<file path="src/rtl/audio_stream_bridge_if.sv">
// audio_stream_bridge_if: codec FIFO and effects-core stream signals of the audio bridge
interface audio_stream_bridge_if #(
   parameter int SAMPLE_W = 32,
   parameter int NUM_CH   = 2
);
   localparam int FW = SAMPLE_W * NUM_CH;
   logic          audio_in_available;
   logic          read_audio_in;
   logic [FW-1:0] codec_in_data;
   logic          audio_out_allowed;
   logic          write_audio_out;
   logic [FW-1:0] codec_out_data;
   logic          proc_in_valid;
   logic          proc_in_ready;
   logic [FW-1:0] proc_in_data;
   logic          proc_out_valid;
   logic          proc_out_ready;
   logic [FW-1:0] proc_out_data;
   modport master (
      input  audio_in_available, codec_in_data, audio_out_allowed,
             proc_in_ready, proc_out_valid, proc_out_data,
      output read_audio_in, write_audio_out, codec_out_data,
             proc_in_valid, proc_in_data, proc_out_ready
   );
   modport slave (
      output audio_in_available, codec_in_data, audio_out_allowed,
             proc_in_ready, proc_out_valid, proc_out_data,
      input  read_audio_in, write_audio_out, codec_out_data,
             proc_in_valid, proc_in_data, proc_out_ready
   );
endinterface

</file>
<file path="src/rtl/audio_stream_bridge.sv">
// audio_stream_bridge: codec FIFO to effects-core bridge with capture stage, output frame FIFO and statistics
module audio_stream_bridge #(
   parameter int SAMPLE_W     = 32,
   parameter int NUM_CH       = 2,
   parameter int DEPTH        = 8,
   parameter int HOLD_TIMEOUT = 1024,
   parameter int CNT_W        = 16
) (
   input  logic                       CLOCK_50,
   input  logic                       reset_n,
   input  logic [1:0]                 mode,
   audio_stream_bridge_if.master      bus,
   output logic [$clog2(DEPTH+1)-1:0] fifo_level,
   output logic [CNT_W-1:0]           overrun_count,
   output logic [CNT_W-1:0]           underrun_count
);
   localparam int FW = SAMPLE_W * NUM_CH;
   localparam int AW = $clog2(DEPTH);
   localparam int LW = $clog2(DEPTH + 1);
   localparam int TW = $clog2(HOLD_TIMEOUT + 1);
   localparam logic [1:0] IN_IDLE   = 2'd0;
   localparam logic [1:0] IN_READ   = 2'd1;
   localparam logic [1:0] IN_HOLD   = 2'd2;
   localparam logic [1:0] OUT_IDLE  = 2'd0;
   localparam logic [1:0] OUT_WRITE = 2'd1;
   localparam logic [1:0] OUT_GAP   = 2'd2;
   localparam logic [1:0] M_BYPASS  = 2'b01;
   localparam logic [1:0] M_MUTE    = 2'b10;

   logic [1:0]    in_state, out_state, mode_q;
   logic [FW-1:0] hold_reg, out_reg;
   logic [FW-1:0] mem [DEPTH];
   logic [AW-1:0] wr_ptr, rd_ptr;
   logic [TW-1:0] hold_cnt;
   logic          starve_q;
   logic          process, full, empty, in_xfer, hold_push, push, pop, timeout, starve;

   assign process   = mode_q != M_BYPASS && mode_q != M_MUTE;
   assign full      = fifo_level == LW'(DEPTH);
   assign empty     = fifo_level == '0;
   assign in_xfer   = in_state == IN_HOLD && process && bus.proc_in_ready;
   assign hold_push = in_state == IN_HOLD && !process && !full;
   assign push      = hold_push || (bus.proc_out_valid && bus.proc_out_ready);
   assign pop       = out_state == OUT_WRITE;
   assign timeout   = in_state == IN_HOLD && !in_xfer && !hold_push && hold_cnt == TW'(HOLD_TIMEOUT - 1);
   assign starve    = bus.audio_out_allowed && empty;

   assign bus.read_audio_in   = in_state == IN_READ;
   assign bus.proc_in_valid   = in_state == IN_HOLD && process;
   assign bus.proc_in_data    = hold_reg;
   assign bus.proc_out_ready  = !full && process;
   assign bus.write_audio_out = out_state == OUT_WRITE;
   assign bus.codec_out_data  = out_reg;

   // mode_q tracks mode on every idle cycle so a frame is handled with the mode seen when it arrived
   always_ff @(posedge CLOCK_50 or negedge reset_n)
      if (!reset_n) begin
         in_state      <= IN_IDLE;
         mode_q        <= 2'b00;
         hold_reg      <= '0;
         hold_cnt      <= '0;
         overrun_count <= '0;
      end else begin
         case (in_state)
            IN_IDLE: begin
               mode_q <= mode;
               if (bus.audio_in_available) in_state <= IN_READ;
            end
            IN_READ: begin
               hold_reg <= mode_q == M_MUTE ? '0 : bus.codec_in_data;
               hold_cnt <= '0;
               in_state <= IN_HOLD;
            end
            IN_HOLD: begin
               hold_cnt <= hold_cnt + TW'(1);
               if (in_xfer || hold_push || timeout) in_state <= IN_IDLE;
            end
            default: in_state <= IN_IDLE;
         endcase
         if (timeout && overrun_count != '1) overrun_count <= overrun_count + CNT_W'(1);
      end

   always_ff @(posedge CLOCK_50)
      if (push) mem[wr_ptr] <= hold_push ? hold_reg : bus.proc_out_data;

   always_ff @(posedge CLOCK_50 or negedge reset_n)
      if (!reset_n) begin
         out_state      <= OUT_IDLE;
         out_reg        <= '0;
         wr_ptr         <= '0;
         rd_ptr         <= '0;
         fifo_level     <= '0;
         starve_q       <= 1'b0;
         underrun_count <= '0;
      end else begin
         wr_ptr     <= wr_ptr + AW'(push);
         rd_ptr     <= rd_ptr + AW'(pop);
         fifo_level <= fifo_level + LW'(push) - LW'(pop);
         case (out_state)
            OUT_IDLE: if (bus.audio_out_allowed && !empty) begin
               out_state <= OUT_WRITE;
               out_reg   <= mem[rd_ptr];
            end
            OUT_WRITE: out_state <= OUT_GAP;
            default:   out_state <= OUT_IDLE;
         endcase
         starve_q <= starve;
         if (starve && !starve_q && underrun_count != '1) underrun_count <= underrun_count + CNT_W'(1);
      end
endmodule

</file>
<file path="src/flat_wrapper.sv">
// flat-port wrapper written by rule: the top's interface ports become plain ports
module audio_stream_bridge_flat 
#(
   parameter int SAMPLE_W     = 32,
   parameter int NUM_CH       = 2,
   parameter int DEPTH        = 8,
   parameter int HOLD_TIMEOUT = 1024,
   parameter int CNT_W        = 16
)
  (CLOCK_50, reset_n, mode, fifo_level, overrun_count, underrun_count, bus_audio_in_available, bus_codec_in_data, bus_audio_out_allowed, bus_proc_in_ready, bus_proc_out_valid, bus_proc_out_data, bus_read_audio_in, bus_write_audio_out, bus_codec_out_data, bus_proc_in_valid, bus_proc_in_data, bus_proc_out_ready);
  audio_stream_bridge_if #(.SAMPLE_W(SAMPLE_W), .NUM_CH(NUM_CH)) bus_i ();
  input  logic CLOCK_50;
  input  logic reset_n;
  input  logic [1:0] mode;
  output logic [$clog2(DEPTH+1)-1:0] fifo_level;
  output logic [CNT_W-1:0] overrun_count;
  output logic [CNT_W-1:0] underrun_count;
  input wire logic [$bits(bus_i.audio_in_available)-1:0] bus_audio_in_available;
  input wire logic [$bits(bus_i.codec_in_data)-1:0] bus_codec_in_data;
  input wire logic [$bits(bus_i.audio_out_allowed)-1:0] bus_audio_out_allowed;
  input wire logic [$bits(bus_i.proc_in_ready)-1:0] bus_proc_in_ready;
  input wire logic [$bits(bus_i.proc_out_valid)-1:0] bus_proc_out_valid;
  input wire logic [$bits(bus_i.proc_out_data)-1:0] bus_proc_out_data;
  output wire logic [$bits(bus_i.read_audio_in)-1:0] bus_read_audio_in;
  output wire logic [$bits(bus_i.write_audio_out)-1:0] bus_write_audio_out;
  output wire logic [$bits(bus_i.codec_out_data)-1:0] bus_codec_out_data;
  output wire logic [$bits(bus_i.proc_in_valid)-1:0] bus_proc_in_valid;
  output wire logic [$bits(bus_i.proc_in_data)-1:0] bus_proc_in_data;
  output wire logic [$bits(bus_i.proc_out_ready)-1:0] bus_proc_out_ready;
  assign bus_i.audio_in_available = bus_audio_in_available;
  assign bus_i.codec_in_data = bus_codec_in_data;
  assign bus_i.audio_out_allowed = bus_audio_out_allowed;
  assign bus_i.proc_in_ready = bus_proc_in_ready;
  assign bus_i.proc_out_valid = bus_proc_out_valid;
  assign bus_i.proc_out_data = bus_proc_out_data;
  assign bus_read_audio_in = bus_i.read_audio_in;
  assign bus_write_audio_out = bus_i.write_audio_out;
  assign bus_codec_out_data = bus_i.codec_out_data;
  assign bus_proc_in_valid = bus_i.proc_in_valid;
  assign bus_proc_in_data = bus_i.proc_in_data;
  assign bus_proc_out_ready = bus_i.proc_out_ready;
  audio_stream_bridge #(.SAMPLE_W(SAMPLE_W), .NUM_CH(NUM_CH), .DEPTH(DEPTH), .HOLD_TIMEOUT(HOLD_TIMEOUT), .CNT_W(CNT_W)) u_core (.CLOCK_50(CLOCK_50), .reset_n(reset_n), .mode(mode), .bus(bus_i), .fifo_level(fifo_level), .overrun_count(overrun_count), .underrun_count(underrun_count));
endmodule
</file>
<file path="config.mk">
export PLATFORM = sky130hd
export DESIGN_NAME = audio_stream_bridge_flat
export DESIGN_NICKNAME = d
export VERILOG_FILES = /design/src/rtl/audio_stream_bridge_if.sv /design/src/rtl/audio_stream_bridge.sv /design/src/flat_wrapper.sv
export SDC_FILE = /design/constraint.sdc
export NUM_CORES = 1
export LEC_CHECK = 0
export ABC_CLOCK_PERIOD_IN_PS = 12000
export BUFFER_PORTS_ARGS = -buffer_cell sky130_fd_sc_hd__buf_2
export CAP_MARGIN = 15
export CORE_UTILIZATION = 31
export DETAILED_ROUTE_END_ITERATION = 8
export PLACE_DENSITY = 0.52
export SETUP_SLACK_MARGIN = 0.2
export SYNTH_ARGS = -nofsm -noshare
export SYNTH_HDL_FRONTEND = slang
export SYNTH_SLANG_ARGS = --single-unit
</file>
<file path="constraint.sdc">
create_clock -name CLOCK_50 -period 12 [get_ports CLOCK_50]
set_clock_uncertainty 0.1 [all_clocks]
set_input_delay 1.2 -clock CLOCK_50 [delete_from_list [all_inputs] [get_ports CLOCK_50]]
set_output_delay 1.2 -clock CLOCK_50 [all_outputs]
set_load 0.1 [all_outputs]
</file>
==> flow_metrics.py <==
metrics = {
    "status": {
        "outcome": "complete, but fails checks",
        "violations": "design-rule violations",
    },
    "synth": {
        "synth_edf_count": 512,
        "synthCells": 1582,
        "synth.net_count": 1738,
        "ys_ff_latch": 700,
        "synthesis.area_sq_um": 27800,
        "yosysWarningCount": 0,
        "syn_avg_cell_area_sq_um": 17.6,
        "synth_ff_type": "edfxtp_1",
        "synth_seq_area_share_pct": 72.2,
        "ys_types": 45,
        "async_flop_share_pct": 26.9,
    },
    "floorplan": {
        "dieWidth_microns": 301,
        "fp.dieH_microns": 301,
        "initial_utilization_pct": 31.4,
        "rows": 109,
        "core_sq_um": 88600,
        "die_area_sq_um": 90900,
        "pin_count": 304,
    },
    "worst_setup_path": {
        "r2r_setup_slack_ns": 8.35,
        "worstSetupPathType": "reg -> reg",
        "crit_path_end_kind": "flop",
        "startpoint_type": "flop",
        "worstRegToRegCells": 7,
        "r2r-start": "u_core.mode_q[0]$_DFFE_PN0N_",
        "cp_max_fo": 46,
        "r2r-end": "u_core.mem[7][26]$_DFFE_PP_",
        "required_ns": 12.13,
        "worstPathArrival_ns": 3.78,
    },
    "power": {
        "intPower_mw": 5.78,
        "p_leak_nw": 12.4,
        "power.switching_mw": 4.16,
        "power_frac_seq_pct": 36.1,
        "p_sw_share_pct": 41.9,
        "pwr-share-clk_pct": 24.8,
        "power_frac_comb_pct": 39.1,
        "power_density_nw_per_um2": 298,
        "vdd_drop_max_mv": 0.173,
    },
    "clock_tree": {
        "clk_latency_ns": 0.61,
        "cts.reportedPaths.clkPinSlew_ns": 0.06,
        "cts_setup_buffers": 0,
        "htreeDepth": 3,
        "cts_buffers": 80,
        "cts_tree": "built",
        "cts_hold_buf": 0,
        "clkSinkCount": 700,
        "clk_path_buf_depth": 3,
        "ctsResizeCount": 0,
        "cts-root-buf": "clkbuf_16",
    },
    "layout": {
        "syn2layout_area_growth_pct": 20.0,
        "final_cell_mix": "512 x edfxtp_1, 302 x buf_2, 185 x dfrtp_1",
        "layout_commonest_cell": "edfxtp_1",
        "fin_area_sq_um": 33300,
        "fin_util_pct": 37.6,
        "fin_nets": 2061,
        "layout-drive-gt1-share_pct": 33.9,
    },
    "timing": {
        "min_period_ns": 3.65,
        "worst_slew_pin_slew_ns": 1.15,
        "min_period_over_period_pct": 30.4,
        "hold_viol_final": 0,
        "slew_violations": 0,
        "grt_setup_unrepaired": "no",
        "fmax_mhz": 274,
        "worst_slack_ns": 8.35,
        "hold_slack_ns": 0.354,
        "setup_viol": 0,
        "relSlewSlack_pct": 23.3,
        "fin_tns_setup_ns": 0,
    },
    "global_routing": {
        "grt_pass1_wl_microns": 95700,
        "antenna_found_initial": 3,
        "grt_max_degree": 82,
        "grt_pass1_vias": 15300,
        "grt.overflow.total": 0,
        "grtUsageTotal_pct": 14.0,
    },
    "placed_design": {
        "place_ws_ns": 7.81,
        "gp_congestion": 0.733,
        "place_area_sq_um": 30700,
        "portBuffers": 303,
        "hpwl_microns": 38000,
    },
    "drt": {
        "wl_per_cell_microns": 20.4,
        "vias": 14700,
        "drc_errors": 16,
        "wirelength_microns": 64100,
        "drt_first_pass_iters": 7,
        "drt_iter0_drc": 1013,
        "vias_per_cell": 4.70,
        "ant_nets": 0,
    },
    "flow_run": {
        "drv_cap": 0,
    },
    "worst_hold_path": {
        "min_to": "u_core.out_state[1]$_DFFE_PN0P_",
        "hp-start": "u_core.out_state[1]$_DFFE_PN0P_",
        "min_path_cells": 1,
        "hold_path.class": "reg -> reg",
    },
}
[metal layers]
| metal | vias to the layer above | wire [microns] | track usage (%) | share of wire, % |
|---|---|---|---|---|
| met5 | - | 0 | 0 | 0 |
| met4 | 0 | 1490 | 4.05 | 2.3 |
| met3 | 96 | 2890 | 2.63 | 4.5 |
| met2 | 333 | 31300 | 23.1 | 49 |
| met1 | 7591 | 28400 | 18.8 | 44 |
| li1 | 6700 | - | - | - |
[worst max-delay path, cell delays in order (launching register included)]
cell and delay, ns:
dfrtp_1 0.36, inv_1 0.09, ha_2 0.30, nand2b_1 0.20
a21oi_1 0.42, nand2_1 0.34, nor2_4 0.64, buf_4 0.78
[logic make-up after synthesis]
kind of cell / synth area share, %
muxes: 15.5
DFF: 72.2
AOI/OAI and AO/OA: 2.95
adders and majority gates: 0.927
xor gates and xnor gates: 1.07
buffers and inverters: 2.36
and+or+nand+nor: 4.95
[through the flow]
stage | total power [mW] | std cells
2_1_floorplan | 6.65 | 1582
3_3_place_gp | 7.57 | 2988
3_5_place_dp | 7.63 | 2988
4_1_cts | 10.1 | 3134
5_1_grt | 10.4 | 3135
6_report | 9.95 | 3135
[cell type report]
type	instances	area [sq um]
Fill cell	8281	55300
Sequential cell	700	20100
Multi-Input combinational cell	717	7150
Clock buffer	97	2140
Timing Repair Buffer	321	1660
Tap cell	1165	1460
Clock inverter	49	528
Inverter	85	319
Antenna cell	1	2.50
[power by group through the flow]
stage	combinational, mW	sequential (mW)	clock (mW)
CTS	3.98	3.61	2.54
floorplan	1.65	5.00	0
detailed placement	3.97	3.66	0
finish	3.89	3.59	2.46
global route	4.15	3.66	2.63
global placement	3.94	3.63	0
[cell usage after synthesis, types with 3 or more instances]
| library cell | n | share of area [%] |
|---|---|---|
| and3_1 | 4 | 0.090 |
| buf_1 | 4 | 0.054 |
| buf_2 | 23 | 0.41 |
| clkbuf_1 | 52 | 0.70 |
| dfrtp_1 | 188 | 17 |
| edfxtp_1 | 512 | 55 |
| ha_1 | 19 | 0.86 |
| inv_1 | 85 | 1.1 |
| mux2_2 | 69 | 2.8 |
| mux2i_1 | 65 | 2.3 |
| mux4_2 | 128 | 10 |
| nand2_1 | 96 | 1.3 |
| nand2b_1 | 5 | 0.11 |
| nand3_1 | 19 | 0.34 |
| nand3b_1 | 64 | 1.7 |
| nand4_1 | 12 | 0.27 |
| nor2_1 | 18 | 0.24 |
| nor2b_1 | 7 | 0.16 |
| nor3_1 | 10 | 0.18 |
| o21ai_0 | 136 | 2.4 |
| o31ai_1 | 3 | 0.081 |
| xnor2_1 | 24 | 0.76 |
| xor2_1 | 10 | 0.32 |
[flip-flops by register name, summed over array words and instances, names as in the netlist]
| register | flops |
|---|---|
| u_core.hold_cnt | 11 |
| u_core.in_state | 2 |
| u_core.mode_q | 2 |
| u_core.bus.proc_in_data | 64 |
| u_core.starve_q | 1 |
| u_core.underrun_count | 16 |
| u_core.fifo_level | 4 |
| u_core.mem | 512 |
| u_core.out_state | 2 |
| u_core.overrun_count | 16 |
| u_core.wr_ptr | 3 |
| u_core.rd_ptr | 3 |
| u_core.bus.codec_out_data | 64 |
[worst max path at each step]
stage                                         startpoint                          end  cells after the start
after global placement                bus_proc_out_valid  u_core.mem[5][23]$_DFFE_PP_                      6
after floorplan           u_core.fifo_level[2]$_DFF_PN0_   u_core.mem[0][0]$_DFFE_PP_                      6
after detailed placement              bus_proc_out_valid  u_core.mem[5][17]$_DFFE_PP_                      6
after CTS                   u_core.mode_q[0]$_DFFE_PN0N_   u_core.mem[5][8]$_DFFE_PP_                      7
final                       u_core.mode_q[0]$_DFFE_PN0N_  u_core.mem[7][26]$_DFFE_PP_                      7
after global routing        u_core.mode_q[0]$_DFFE_PN0N_   u_core.mem[6][4]$_DFFE_PP_                      7
Power figures use the tool's default switching activity.
